$ cat src/rtl/demux7_reg.sv
// demux7_reg: 1-to-7 registered demultiplexer with per-channel valid/ready.
// Each channel is a one-entry holding register. A word offered on
// w_demuxIn is steered to the channel named by demuxFlag; 3'b111 is an
// illegal select whose word is always accepted and dropped.
// Optional feature macro: DEMUX7_ERR_EN adds a sticky illegal-select flag
// (err) with its clear input (err_clr).

// One output channel: holds a single word plus its valid bit.
module demux7_chan #(
    parameter int WIDTH = 32
) (
    input  logic             clk,
    input  logic             reset,
    input  logic             load,
    input  logic             take,
    input  logic [WIDTH-1:0] din,
    output logic [WIDTH-1:0] dout,
    output logic             vld
);

    // Load wins over drain so a same-cycle refill leaves no bubble.
    // Data is kept after drain; only vld says whether it is live.
    always_ff @(posedge clk or posedge reset) begin
        if (reset) begin
            vld  <= 1'b0;
            dout <= '0;
        end else if (load) begin
            vld  <= 1'b1;
            dout <= din;
        end else if (take) begin
            vld  <= 1'b0;
        end
    end

endmodule

module demux7_reg #(
    parameter int WIDTH = 32
) (
    input  logic             clk,
    input  logic             reset,
    input  logic [2:0]       demuxFlag,
    input  logic [WIDTH-1:0] w_demuxIn,
    input  logic             in_valid,
    output logic             in_ready,
    output logic [WIDTH-1:0] w_demuxOut0,
    output logic [WIDTH-1:0] w_demuxOut1,
    output logic [WIDTH-1:0] w_demuxOut2,
    output logic [WIDTH-1:0] w_demuxOut3,
    output logic [WIDTH-1:0] w_demuxOut4,
    output logic [WIDTH-1:0] w_demuxOut5,
    output logic [WIDTH-1:0] w_demuxOut6,
    output logic [6:0]       out_valid,
    input  logic [6:0]       out_ready
`ifdef DEMUX7_ERR_EN
    ,
    input  logic             err_clr,
    output logic             err
`endif
);

    localparam int NUM_LANES = 7;

    // Offered transfer, bundled for readability.
    typedef struct packed {
        logic             vld;
        logic [2:0]       sel;
        logic [WIDTH-1:0] data;
    } req_t;

    req_t                              req;
    logic                              legal;
    logic                              accept;
    logic [NUM_LANES-1:0]              sel;
    logic [NUM_LANES-1:0]              laneRdy;
    logic [NUM_LANES-1:0]              load;
    logic [NUM_LANES-1:0]              take;
    logic [NUM_LANES-1:0][WIDTH-1:0]   laneData;

    assign req   = '{vld: in_valid, sel: demuxFlag, data: w_demuxIn};
    assign legal = (req.sel != 3'b111);

    // One-hot channel decode and per-channel space check. A lane has room
    // when it is empty or its consumer drains it this same cycle.
    for (genvar k = 0; k < NUM_LANES; k++) begin : gLane
        assign sel[k]     = legal && (req.sel == 3'(k));
        assign laneRdy[k] = !out_valid[k] || out_ready[k];
    end

    // Illegal selects are always taken so the producer never stalls on them;
    // ready never looks at in_valid.
    assign in_ready = legal ? |(sel & laneRdy) : 1'b1;
    assign accept   = req.vld && in_ready;
    assign load     = accept ? sel : '0;
    assign take     = out_valid & out_ready;

    demux7_chan #(.WIDTH(WIDTH)) uChan [NUM_LANES-1:0] (
        .clk   (clk),
        .reset (reset),
        .load  (load),
        .take  (take),
        .din   (req.data),
        .dout  (laneData),
        .vld   (out_valid)
    );

    assign w_demuxOut0 = laneData[0];
    assign w_demuxOut1 = laneData[1];
    assign w_demuxOut2 = laneData[2];
    assign w_demuxOut3 = laneData[3];
    assign w_demuxOut4 = laneData[4];
    assign w_demuxOut5 = laneData[5];
    assign w_demuxOut6 = laneData[6];

`ifdef DEMUX7_ERR_EN
    logic illegalAcc;
    assign illegalAcc = accept && !legal;

    // Sticky error on any accepted illegal word; clear has priority.
    always_ff @(posedge clk or posedge reset) begin
        if (reset)           err <= 1'b0;
        else if (err_clr)    err <= 1'b0;
        else if (illegalAcc) err <= 1'b1;
    end
`endif

endmodule
$ cat config.mk
export PLATFORM = sky130hd
export DESIGN_NAME = demux7_reg
export DESIGN_NICKNAME = d
export VERILOG_FILES = /design/src/rtl/demux7_reg.sv
export SDC_FILE = /design/constraint.sdc
export NUM_CORES = 1
export LEC_CHECK = 0
export ABC_AREA = 1
export CELL_PAD_IN_SITES_DETAIL_PLACEMENT = 0
export CELL_PAD_IN_SITES_GLOBAL_PLACEMENT = 1
export CORE_UTILIZATION = 38
export CTS_CLUSTER_SIZE = 10
export DETAILED_ROUTE_END_ITERATION = 6
export GPL_TIMING_DRIVEN = 0
export PLACE_DENSITY_LB_ADDON = 0.1
export RECOVER_POWER = 100
export SETUP_SLACK_MARGIN = 0.05
export SLEW_MARGIN = 20
export SYNTH_ARGS = -nofsm -noshare
export SYNTH_HDL_FRONTEND = slang
export SYNTH_SLANG_ARGS = --single-unit
$ cat constraint.sdc
create_clock -name clk -period 10.9 [get_ports clk]
set_input_delay 1.09 -clock clk [delete_from_list [all_inputs] [get_ports clk]]
set_output_delay 1.09 -clock clk [all_outputs]
set_load 0.02 [all_outputs]
==> reports/metrics.yaml <==
status: "finished, violations left"
violations: "capacitance limit, slew limit"
overflow: 0
fin_crit_ns: 5.015
peakVddDrop_mv: 0.1135
min_to: "uChan[3].dout[18]"
cts_resized: 0
ant_nets: 0
post_cts_buffers: 0
clockRootBuffer: "clkbuf_16"
drive_gt1_frac: 0.03790
worst_slack_ns: 5.885
synth.distinct_cells: 18
reg2reg_depth: 10
synth_fp_nets: 1110
grt_pass1_vias: 8733
cp_data_arrival_time_ns: 3.92
die_w_um: 161.1
clock.fmax_mhz: 199.4
min_path_type: "reg -> reg"
coreArea_um2: 24530
drt_wl_total_um: 35720
r2r-end: "uChan[0].dout[3]"
relSlewSlack: -0.2007
io_buffers: 272
grt_usage: 0.2799
end_kind: "output port"
postCtsHoldBufs: 0
finalCritPeriodShare: 0.4601
r2r_start: "uChan[5].vld"
vias: 8936
clock_latency_ns: 0.54
synth_xor_area_frac: 0
yosys.area_share.adder: 0
crit_required_ns: 9.81
crit_type: "in -> out"
dp_slack_ns: 6.686
rrSetupSlack_ns: 8.09
final_nets: 1413
max-clock-path-buffers: 3
cts.sinks: 231
hold_path_depth: 2
grt_pass1_wl_um: 54710
drv_cap: 1
setup_viol: 0
powerDensity_nw_per_um2: 216.8
synth_top_family_by_area: "simple AND/OR/NAND/NOR gates"
syn_area_per_cell_um2: 9.026
finalClockSkew_ns: 0.01577
synth-compound-area-share: 0.0005206
antenna_found_initial: 0
hold_violations: 0
htree_levels: 1
total_power_w: 0.002921
yosysSeqAreaShare: 0.6013
ys_warn_count: 0
drc_errors: 0
num-fill-cells: 2374
grt_max_degree: 102
netlist_instances: 1065
critPathMaxFanout: 10
die-area_um2: 25940
area_delta_synth_final_pct: 40.11
ys_seq_elements: 231
drt_iter0_drc: 621
synth_area_leaders: "dfrtp_1 (60%), nand2_1 (18%), nand4_1 (15%)"
syn_area_um2: 9613
p_leak_nw: 6.901
numCtsBuffers: 27
synth_area_leader_cell: "dfrtp_1"
worstSetupStartpointType: "input pin"
tightest_slew_ns: 1.791
n_antenna_cell: 0
first_pass_iters: 6
drv_slew: 35
wl_per_cell_um: 21.06
synthSimpleGateAreaFrac: 0.3427
cts_tree: "done"
clk_pin_slew_ns: 0.05
fp.dieH_um: 161.1
holdCritStartpoint: "uChan[3].dout[18]"
fin_util: 0.5490
synth_top_area_share: 0.6013
rsz0062_at_grt: "false"
fin_tns_setup_ns: 0
hpwl_um: 25250
gp_congestion: 0.7933
vias_per_cell: 5.269
synth.area.mux_share: 0
ios: 277
start_util: 0.3918
row_count: 57
==> sequential cells by signal, summed over array words and instances, names as in the netlist <==
name / cells
uChan.dout: 224
uChan.vld: 7
==> final cells by class <==
type / instances / area, µm² / share of cell area
timing repair buffer: 274 / 2778 / 0.2062
tap: 324 / 405.4 / 0.03010
sequential: 231 / 5781 / 0.4292
clock buffer: 32 / 734.5 / 0.05453
inverter: 13 / 50.05 / 0.003716
buffer: 103 / 420.4 / 0.03121
clock inverter: 1 / 8.758 / 0.0006503
multi-input combinational: 718 / 3292 / 0.2444
==> how the worst max path moves through the flow <==
stage / start / endpoint / cells past startpoint
finish: out_ready[5] / in_ready / 10
global route: out_ready[5] / in_ready / 10
CTS: out_ready[2] / in_ready / 10
detailed placement: out_ready[2] / in_ready / 10
global placement: reset / uChan[3].dout[7] / 2
floorplan: reset / uChan[0].dout[0] / 1
==> synthesized netlist by cell type (all sizes together) <==
cell and n:
buf 56, clkbuf 47, dfrtp 231, inv 13, nand2 468, nand3 12, nand3b 1, nand4 224
nor2 7, nor3 5, o21ai 1
==> metal layers <==
metal,share of wire,GRT usage
met1,0.45,0.3971
met2,0.46,0.4353
met3,0.077,0.06549
met4,0.016,0.06389
met5,0,0
==> stage by stage <==
stage                     std cells  cell area (µm²)  hold slack (ns)
after global placement         1661            12740           0.4524
final                          1696            13470           0.4610
after floorplan                1065             9613           0.4692
after global routing           1696            13470           0.4751
after detailed placement       1663            12800           0.4572
after CTS                      1696            13550           0.4710
==> logic make-up after synthesis <==
| family | Yosys count |
|---|---|
| AO/OA/AOI/OAI | 1 |
| buffers and inverters | 116 |
| flip-flops | 231 |
| AND/OR/NAND/NOR | 717 |
==> critical path, stage by stage <==
cell and delay (ns):
dlygate4sd3_1 0.52, inv_1 0.04, nand2_1 0.12, nand3_1 0.09
nand2_1 0.07, nor2_1 0.04, nand2_1 0.18, clkbuf_1 0.45
clkbuf_1 0.59, clkdlybuf4s50_1 0.73
==> report_power, final <==
group | leakage, nW | total, W | switching, W | internal, W
Sequential | 2.93 | 0.00117 | 0.000108 | 0.00106
Combinational | 3.61 | 0.000942 | 0.000578 | 0.000365
Clock | 0.367 | 0.000811 | 0.000347 | 0.000465
==> cells in the final DEF (no fill, tap or decap) <==
cell / instances
nand4_1: 224
clkdlybuf4s50_1: 39
buf_2: 6
clkbuf_8: 4
dlygate4sd3_1: 233
buf_1: 17
nand3_1: 12
clkbuf_16: 27
nand3b_1: 1
inv_6: 1
o21ai_0: 1
nand2_1: 467
inv_2: 2
buf_4: 7
nor3_1: 5
nor2_1: 6
inv_1: 10
nor2_4: 1
nand2_2: 1
clkbuf_1: 74
dfrtp_1: 231
clkinvlp_2: 1
buf_16: 2
Power figures use the tool's default switching activity.
